**src/rtl/mem_bus_master_if.sv**
```systemverilog
// mem_bus_master_if
// Bundles the control-unit request/response signals and the ROM+RAM memory
// bus that mem_bus_master sequences.
//   Request side : req, req_wr, req_addr[7:0], req_len[2:0], req_wdata[15:0]
//   Response side: busy, rdata[15:0], rvalid, done, err
//   Memory side  : mem_addr[7:0], mem_wr, mem_wdata[15:0], mem_rdata[15:0]
// modport master : the sequencing initiator (mem_bus_master).
// modport slave  : everything around it (control unit plus memory responder).
interface mem_bus_master_if;
  logic        req;
  logic        req_wr;
  logic [7:0]  req_addr;
  logic [2:0]  req_len;
  logic [15:0] req_wdata;
  logic        busy;
  logic [15:0] rdata;
  logic        rvalid;
  logic        done;
  logic        err;
  logic [7:0]  mem_addr;
  logic        mem_wr;
  logic [15:0] mem_wdata;
  logic [15:0] mem_rdata;

  modport master (
    input  req, req_wr, req_addr, req_len, req_wdata, mem_rdata,
    output busy, rdata, rvalid, done, err, mem_addr, mem_wr, mem_wdata
  );

  modport slave (
    output req, req_wr, req_addr, req_len, req_wdata, mem_rdata,
    input  busy, rdata, rvalid, done, err, mem_addr, mem_wr, mem_wdata
  );
endinterface

```
**src/rtl/mem_bus_master.sv**
```systemverilog
// mem_bus_master
// Sequencing initiator for the 8-bit-address / 16-bit-data ROM+RAM block.
// Accepts a single or burst (1..8 words) read/write request while idle and
// walks each word through SETUP -> ACCESS (WAIT_CYCLES) -> HOLD, so the
// address is stable a full cycle either side of the write strobe. Writes to
// the read-only window 0..ROM_TOP are suppressed per word and flagged in err.
// Ports:
//   clk    : single clock, rising edge
//   rst_n  : asynchronous active-low reset
//   bus    : mem_bus_master_if.master (request, response and memory signals)
// Every output is driven straight from a flop.
module mem_bus_master #(
  parameter int unsigned WAIT_CYCLES = 2,
  parameter logic [7:0]  ROM_TOP     = 8'h3F
) (
  input logic              clk,
  input logic              rst_n,
  mem_bus_master_if.master bus
);

  typedef enum logic [2:0] {
    IDLE   = 3'd0,
    SETUP  = 3'd1,
    ACCESS = 3'd2,
    HOLD   = 3'd3,
    DONE   = 3'd4
  } state_t;

  // ACCESS lasts wait_r+1 cycles, so the counter starts one below the width.
  localparam logic [3:0] WAIT_LOAD = 4'(WAIT_CYCLES - 1);

  state_t      state_r,  state_s;
  logic        wr_r,     wr_s;
  logic [2:0]  remain_r, remain_s;
  logic [3:0]  wait_r,   wait_s;
  logic [7:0]  addr_r,   addr_s;
  logic [15:0] wdata_r,  wdata_s;
  logic        mem_wr_r, mem_wr_s;
  logic [15:0] rdata_r,  rdata_s;
  logic        rvalid_r, rvalid_s;
  logic        done_r,   done_s;
  logic        busy_r,   busy_s;
  logic        err_r,    err_s;
  logic        ram_hit_s;

  // Write permission is decided per word from the current address.
  assign ram_hit_s = (addr_r > ROM_TOP);

  // Next-state and next-output logic; all outputs are pre-computed here so
  // they can be registered and reach the pins one cycle later.
  always_comb begin
    state_s  = state_r;
    wr_s     = wr_r;
    remain_s = remain_r;
    wait_s   = wait_r;
    addr_s   = addr_r;
    wdata_s  = wdata_r;
    mem_wr_s = 1'b0;
    rdata_s  = rdata_r;
    rvalid_s = 1'b0;
    done_s   = 1'b0;
    busy_s   = busy_r;
    err_s    = err_r;

    case (state_r)
      IDLE: begin
        if (bus.req) begin
          state_s  = SETUP;
          wr_s     = bus.req_wr;
          addr_s   = bus.req_addr;
          wdata_s  = bus.req_wdata;
          remain_s = bus.req_len;
          err_s    = 1'b0;
          busy_s   = 1'b1;
        end else begin
          state_s  = IDLE;
        end
      end

      SETUP: begin
        state_s = ACCESS;
        wait_s  = WAIT_LOAD;
        if (wr_r && ram_hit_s) begin
          mem_wr_s = 1'b1;
        end else begin
          mem_wr_s = 1'b0;
        end
        if (wr_r && !ram_hit_s) begin
          err_s = 1'b1;
        end else begin
          err_s = err_r;
        end
      end

      ACCESS: begin
        if (wait_r == 4'd0) begin
          // Last ACCESS edge: strobe falls, read data is captured.
          state_s  = HOLD;
          mem_wr_s = 1'b0;
          if (!wr_r) begin
            rdata_s  = bus.mem_rdata;
            rvalid_s = 1'b1;
          end else begin
            rdata_s  = rdata_r;
            rvalid_s = 1'b0;
          end
        end else begin
          state_s  = ACCESS;
          wait_s   = wait_r - 4'd1;
          mem_wr_s = wr_r && ram_hit_s;
        end
      end

      HOLD: begin
        if (remain_r != 3'd0) begin
          // 8-bit address wraps naturally from 8'hFF to 8'h00.
          state_s  = SETUP;
          addr_s   = addr_r + 8'd1;
          remain_s = remain_r - 3'd1;
        end else begin
          state_s  = DONE;
          done_s   = 1'b1;
        end
      end

      DONE: begin
        state_s = IDLE;
        busy_s  = 1'b0;
      end

      default: begin
        state_s = IDLE;
        busy_s  = 1'b0;
      end
    endcase
  end

  // State register.
  always_ff @(posedge clk or negedge rst_n) begin
    if (!rst_n) begin
      state_r <= IDLE;
    end else begin
      state_r <= state_s;
    end
  end

  // Datapath and output registers; reset drops mem_wr immediately.
  always_ff @(posedge clk or negedge rst_n) begin
    if (!rst_n) begin
      wr_r     <= 1'b0;
      remain_r <= 3'd0;
      wait_r   <= 4'd0;
      addr_r   <= 8'd0;
      wdata_r  <= 16'd0;
      mem_wr_r <= 1'b0;
      rdata_r  <= 16'd0;
      rvalid_r <= 1'b0;
      done_r   <= 1'b0;
      busy_r   <= 1'b0;
      err_r    <= 1'b0;
    end else begin
      wr_r     <= wr_s;
      remain_r <= remain_s;
      wait_r   <= wait_s;
      addr_r   <= addr_s;
      wdata_r  <= wdata_s;
      mem_wr_r <= mem_wr_s;
      rdata_r  <= rdata_s;
      rvalid_r <= rvalid_s;
      done_r   <= done_s;
      busy_r   <= busy_s;
      err_r    <= err_s;
    end
  end

  assign bus.mem_addr  = addr_r;
  assign bus.mem_wdata = wdata_r;
  assign bus.mem_wr    = mem_wr_r;
  assign bus.rdata     = rdata_r;
  assign bus.rvalid    = rvalid_r;
  assign bus.done      = done_r;
  assign bus.busy      = busy_r;
  assign bus.err       = err_r;

endmodule

```
**src/flat_wrapper.sv**
```systemverilog
// flat-port wrapper written by rule: the top's interface ports become plain ports
module mem_bus_master_flat 
#(
  parameter int unsigned WAIT_CYCLES = 2,
  parameter logic [7:0]  ROM_TOP     = 8'h3F
)
  (clk, rst_n, bus_req, bus_req_wr, bus_req_addr, bus_req_len, bus_req_wdata, bus_mem_rdata, bus_busy, bus_rdata, bus_rvalid, bus_done, bus_err, bus_mem_addr, bus_mem_wr, bus_mem_wdata);
  mem_bus_master_if bus_i ();
  input logic clk;
  input logic rst_n;
  input wire logic [$bits(bus_i.req)-1:0] bus_req;
  input wire logic [$bits(bus_i.req_wr)-1:0] bus_req_wr;
  input wire logic [$bits(bus_i.req_addr)-1:0] bus_req_addr;
  input wire logic [$bits(bus_i.req_len)-1:0] bus_req_len;
  input wire logic [$bits(bus_i.req_wdata)-1:0] bus_req_wdata;
  input wire logic [$bits(bus_i.mem_rdata)-1:0] bus_mem_rdata;
  output wire logic [$bits(bus_i.busy)-1:0] bus_busy;
  output wire logic [$bits(bus_i.rdata)-1:0] bus_rdata;
  output wire logic [$bits(bus_i.rvalid)-1:0] bus_rvalid;
  output wire logic [$bits(bus_i.done)-1:0] bus_done;
  output wire logic [$bits(bus_i.err)-1:0] bus_err;
  output wire logic [$bits(bus_i.mem_addr)-1:0] bus_mem_addr;
  output wire logic [$bits(bus_i.mem_wr)-1:0] bus_mem_wr;
  output wire logic [$bits(bus_i.mem_wdata)-1:0] bus_mem_wdata;
  assign bus_i.req = bus_req;
  assign bus_i.req_wr = bus_req_wr;
  assign bus_i.req_addr = bus_req_addr;
  assign bus_i.req_len = bus_req_len;
  assign bus_i.req_wdata = bus_req_wdata;
  assign bus_i.mem_rdata = bus_mem_rdata;
  assign bus_busy = bus_i.busy;
  assign bus_rdata = bus_i.rdata;
  assign bus_rvalid = bus_i.rvalid;
  assign bus_done = bus_i.done;
  assign bus_err = bus_i.err;
  assign bus_mem_addr = bus_i.mem_addr;
  assign bus_mem_wr = bus_i.mem_wr;
  assign bus_mem_wdata = bus_i.mem_wdata;
  mem_bus_master #(.WAIT_CYCLES(WAIT_CYCLES), .ROM_TOP(ROM_TOP)) u_core (.clk(clk), .rst_n(rst_n), .bus(bus_i));
endmodule
```
**config.mk**
```make
export PLATFORM = sky130hd
export DESIGN_NAME = mem_bus_master_flat
export DESIGN_NICKNAME = d
export VERILOG_FILES = /design/src/rtl/mem_bus_master_if.sv /design/src/rtl/mem_bus_master.sv /design/src/flat_wrapper.sv
export SDC_FILE = /design/constraint.sdc
export NUM_CORES = 1
export LEC_CHECK = 0
export ABC_AREA = 1
export CORE_MARGIN = 10
export CORE_UTILIZATION = 40
export CTS_BUF_LIST = sky130_fd_sc_hd__clkbuf_16
export CTS_CLUSTER_SIZE = 40
export DETAILED_ROUTE_END_ITERATION = 12
export GPL_ROUTABILITY_DRIVEN = 0
export HOLD_SLACK_MARGIN = 0.06
export PLACE_DENSITY_LB_ADDON = 0.2
export SYNTH_ARGS = -nofsm -noshare
export SYNTH_HDL_FRONTEND = slang
export SYNTH_SLANG_ARGS = --single-unit
```
**constraint.sdc**
```tcl
create_clock -name clk -period 1.5 [get_ports clk]
set_clock_uncertainty 0.05 [all_clocks]
set_input_delay 0.3 -clock clk [delete_from_list [all_inputs] [get_ports clk]]
set_output_delay 0.3 -clock clk [all_outputs]
set_load 0.05 [all_outputs]
```
==> metrics.txt, run 1 <==
Period minus WS final=1.45 ns; flop-to-flop setup slack=0.05 ns; Worst R2R Start=u_core.wait_r[1]; total grt overflow=0; ANT cells=0; Worst Path Arrival=1.61 ns; Worst-path clk slew=0.07 ns; Layout Nets=465; io pins=92; First-pass DRT Iterations=4; Syn Nets=356; VDD IR max=1.64 mV; dpl hpwl=5430 um; Final Non-Filler Cells=491; reg2reg end=u_core.bus.rdata[5]; Yosys warning count=0; floorplan row count=29; crit start category=register; number of synthesized register bits=55; die area=0.0100 mm^2; via count=2341; cells after synthesis=305; RSZ-0062 raised after global routing=true; period utilization=96.6%; Hold Crit Class=in2async; core box area=0.00628 mm^2; Final ANT Viol Nets=0; synth unique cells=23; maximum clock rate=690 MHz; Worst EP required=1.67 ns; Final Hold Vio Count=0; initial antenna violation count=0; most common cell after layout, fill and taps aside=nand2_1; clock buffer depth=2; Routed WL per cell=15.0 um; CTS tree=built; vias in the first global route=2381; drt total wl=7360 um; outcome=completed; Total Routing Usage GR=14.4%; Syn Std Cell Area=0.00257 mm^2; Setup CP Type=reg2reg; DRT iter0 DRCs=130; maxcap violations=0; width of the die=100 um; via density per instance=4.77; slew of the pin with the lowest slew margin=0.306 ns; Pwr per Cell Area=2560 mW/mm^2; latest clock arrival within the worst-skew pair=0.29 ns; endpoint class of the critical path=register; count of input and output buffers=91; Initial Util=40.9%; Die Ht=100 um; setup violators final=0; share of cells above drive strength 1=29.2%; Synth-to-Final Area Change=71.3%; commonest non-fill, non-tap cells in the layout=nand2_1 (114), dfrtp_1 (50), buf_12 (48); placed cells=476; Slew headroom=79.6%; Root Driver=clkbuf_16; Worst R2R Path Depth=8; Seq/Total Area, Yosys=53.6%; DRC Markers=0; Leakage Power=2.07 nW; Clock Sinks=55; crit path max fanout=8; final slew viol count=0; Num CTS Buffers=5; worst setup margin=0.0507 ns; dpl ws=-0.0462 ns; largest net degree at the start of global routing=56; first-pass GRT wire length=12000 um; Avg Cell Area, Syn=8.41 um^2; htree depth=2
-- routing by layer --
metal,GRT usage (%),vias up,part of all wire [%]
met5,0,-,0
li1,-,1160,-
met4,2.83,0,0.54
met3,5.29,4,7.2
met1,15.9,1115,40
met2,25.8,62,52
-- registers in the layout, summed over array words and instances, names as in the netlist --
signal	cells
u_core.bus.busy	1
u_core.bus.mem_addr	8
u_core.bus.done	1
u_core.bus.rdata	16
u_core.wait_r	4
u_core.state_r	2
u_core.bus.rvalid	1
u_core.bus.mem_wdata	16
u_core.remain_r	3
u_core.bus.err	1
u_core.wr_r	1
u_core.bus.mem_wr	1
-- report_power, final --
| part | switching [mW] | internal [mW] | leakage [nW] |
|---|---|---|---|
| logic | 3.71 | 3.23 | 1.32 |
| registers | 0.824 | 2.19 | 0.674 |
| clock network | 0.520 | 0.779 | 0.0759 |
| total | 5.06 | 6.20 | 2.07 |
-- layout make-up --
type                            instances  area [um^2]
Clock inverter                          2         37.5
Sequential cell                        55         1380
Multi-Input combinational cell        207         1050
Timing Repair Buffer                  110         1580
Fill cell                             477         1880
Tap cell                               77         96.3
Clock buffer                            5          125
Inverter                               35          131
-- cells in the mapped netlist --
library cell,count,area [um^2]
nand2_1,119,447
dfrtp_1,55,1380
inv_1,32,120
nand3_1,17,85.1
nor2_1,15,56.3
o21ai_0,14,70.1
o21ai_2,13,114
a21oi_1,5,25.0
nand2_2,5,31.3
buf_6,4,45.0
ha_1,4,50.1
o21ai_1,4,20.0
or2_2,4,25.0
inv_2,3,11.3
buf_2,2,10.0
nand3_2,2,20.0
buf_4,1,7.51
clkbuf_1,1,3.75
nand4_1,1,6.26
nor2_4,1,11.3
nor3_4,1,16.3
o22ai_1,1,6.26
xor2_1,1,8.76
-- stage by stage --
step / power, mW / cell area [um^2] / setup TNS, ns / hold WS, ns / util (%)
final: 11.3 / 4400 / 0 / 0.485 / 70.0
after global routing: 11.9 / 4400 / -0.672 / 0.514 / 70.0
after CTS: 11.1 / 4240 / 0 / 0.487 / 67.6
after detailed placement: 9.72 / 4060 / -0.363 / 0.275 / 64.7
after global placement: 9.57 / 4060 / 0 / 0.275 / 64.7
after floorplan: 6.30 / 2570 / 0 / -0.0456 / -
-- critical path: stages (launching register included) --
cell and delay (ns):
dfrtp_1 0.39, inv_2 0.08, ha_4 0.15, nand3_4 0.09, nor3_4 0.21, buf_12 0.15, clkbuf_16 0.15, nand2_1 0.06
o21ai_2 0.05
-- cells by family after synthesis --
group                    Yosys count  synth area share (%)
buffers and inverters             43                  7.70
XOR/XNOR                           1                 0.341
AO/OA/AOI/OAI                     37                  9.17
adder cells (fa/ha/maj)            4                  1.95
AND/OR/NAND/NOR                  165                  27.2
flip-flops                        55                  53.6
-- how the worst max path moves through the flow --
stage                                 from                     end  slack (ns)
final                     u_core.wait_r[1]     u_core.bus.rdata[5]        0.05
after detailed placement           bus_req  u_core.bus.mem_addr[6]       -0.05
after floorplan           u_core.wait_r[0]     u_core.bus.rdata[0]        0.05
after CTS                 u_core.wait_r[1]        u_core.wait_r[3]        0.02
after global routing      u_core.wait_r[1]     u_core.bus.rdata[0]       -0.06
after global placement             bus_req  u_core.bus.mem_addr[5]        0.02
-- repair_timing --
item,4_1_cts,5_1_grt
hold buffers,1,0
cloned,0,3
endpoints found under the hold margin,55,0
setup endpoints to repair,1,33
pin swaps,0,4
setup buffers,0,4
resized for setup,1,24
Note: power is estimated with default switching activity, not from simulation.
==> inputs of run 2 (changes only) <==
- CAP_MARGIN: not set -> 25
- TNS_END_PERCENT: not set -> 5
==> run 2 against run 1 <==
- power down 1.6%
- critical path depth decreased by 1
- critical path type unchanged
- largest power group unchanged
- sequential cell count did not move
==> metrics.txt, run 2 (synthesis results as in run 1) <==
DRT iter0 DRCs=109 (-16%); maxcap violations=0 (unchanged); Worst Path Arrival=1.57 ns (-0.04 ns); final slew viol count=0 (unchanged); setup violators final=0 (unchanged); Fin Setup TNS=0 ns (unchanged); outcome=completed; design area=0.00432 mm^2 (-1.7%); dpl hpwl=5130 um (-5.6%); period utilization=96.0% (-0.66 points); Layout Nets=461 (-0.86%); First-pass DRT Iterations=4 (unchanged); crit path max fanout=5 (-3); most common cell after layout, fill and taps aside=nand2_1; commonest non-fill, non-tap cells in the layout=nand2_1 (118), dfrtp_1 (51), buf_12 (47); core box area=0.00628 mm^2 (unchanged); die area=0.0100 mm^2 (unchanged); Slew headroom=79.5% (-0.13 points); worst hold slack=0.478 ns (-0.00708 ns); slew of the pin with the lowest slew margin=0.308 ns (+0.00188 ns); vias in the first global route=2303 (-3.3%); htree depth=2 (unchanged); Worst EP required=1.63 ns (-0.04 ns); floorplan row count=29 (unchanged); Total Routing Usage GR=13.8% (-0.52 points); via density per instance=4.68 (-1.9%); RSZ-0062 raised after global routing=true; Worst-path clk slew=0.07 ns (about the same); share of cells above drive strength 1=26.3% (-2.9 points); first-pass GRT wire length=11500 um (-4.1%); worst setup margin=0.0606 ns (+0.00984 ns); Clock Sinks=55 (unchanged); DRC Markers=0 (unchanged); via count=2282 (-2.5%); io pins=92 (unchanged); Period minus WS final=1.44 ns (-0.00984 ns); Leakage Power=2.05 nW (-0.99%); CTS tree=built; initial antenna violation count=0 (unchanged); count of input and output buffers=91 (unchanged); Final Hold Vio Count=0 (unchanged); Cell Area, Placed=0.00405 mm^2 (-0.40%); maximum clock rate=695 MHz (+0.68%); dpl ws=-0.0397 ns (+0.00656 ns); ANT cells=0 (unchanged); drt total wl=6960 um (-5.3%); latest clock arrival within the worst-skew pair=0.29 ns (about the same); total grt overflow=0 (unchanged); Routed WL per cell=14.3 um (-4.7%); crit start category=register; Hold Crit Class=reg2reg; Synth-to-Final Area Change=68.5%; width of the die=100 um (unchanged); Die Ht=100 um (unchanged); Setup CP Type=reg2reg; VDD IR max=1.59 mV (-3.2%); Num CTS Buffers=5 (unchanged); Initial Util=40.9% (unchanged); clock buffer depth=2 (unchanged); Pwr per Cell Area=2560 mW/mm^2 (about the same); largest net degree at the start of global routing=56 (unchanged); Final ANT Viol Nets=0 (unchanged); Root Driver=clkbuf_16; endpoint class of the critical path=register
run 2: cell types whose count changed in the layout (fill, tap and decap cells not counted), moves of 2 or more:
cell / change
o21ai_0: +4
inv_2: -4
inv_1: +4
buf_4: -2
nand2_1: +4
nand3_2: +2
clkbuf_16: -2
nand2_2: -4
o21ai_1: -3
run 2: metrics by stage:
step                total power [mW]  std cells  utilization, %
floorplan                       6.30        305               -
CTS                             11.1        485            68.1
global placement                9.54        474            64.5
detailed placement              9.66        474            64.5
global route                    11.7        488            68.9
finish                          11.1        488            68.9
run 2: worst paths after layout:
path	from	end	slack (ns)	depth (start not counted)
worst max-delay path	u_core.state_r[0]	u_core.bus.mem_addr[4]	0.06	7
worst min-delay path	u_core.wait_r[3]	u_core.wait_r[3]	0.48	2
worst max register to register	u_core.state_r[0]	u_core.bus.mem_addr[4]	0.06	7
worst min register to register	u_core.wait_r[3]	u_core.wait_r[3]	0.48	2
max in group asynchronous	rst_n	u_core.state_r[1]	0.64	3
min in group asynchronous	rst_n	u_core.bus.busy	0.49	3
run 2: power by group:
part / leakage (nW) / total (mW) / internal [mW] / switching, mW
Combinational: 1.29 / 6.77 / 3.13 / 3.64
Sequential: 0.675 / 2.99 / 2.19 / 0.807
Clock: 0.0812 / 1.30 / 0.780 / 0.521
run 2: repair_timing:
item / in CTS / in global routing
hold buffers: 1 / 0
cloned: 1 / 0
buffers inserted: 1 / 3
hold endpoints to repair: 55 / 0
gates resized for setup: 5 / 9
setup endpoints to repair: 13 / 39
pin swaps: 1 / 3
run 2: final cells by class:
cell class | instances | area [um^2]
fillers | 489 | 1950
repair buffers | 106 | 1520
flip-flops and latches | 55 | 1380
multi-input cells | 207 | 1030
inverters | 35 | 131
clock buffers | 5 | 125
well taps | 77 | 96.3
clock inverters | 3 | 38.8
run 2: metal layers:
metal	global-route usage (%)	routed length [um]
met3	4.95	449
met2	24.0	3640
met5	0	0
met1	16.0	2820
met4	3.04	55
run 2: critical path: stages, from the launching register on:
cell and delay [ns]:
dfrtp_2 0.44, nand2_2 0.10, nor2_4 0.05, buf_4 0.14, buf_4 0.14, or2_2 0.28
nand3_2 0.07, o21ai_1 0.05
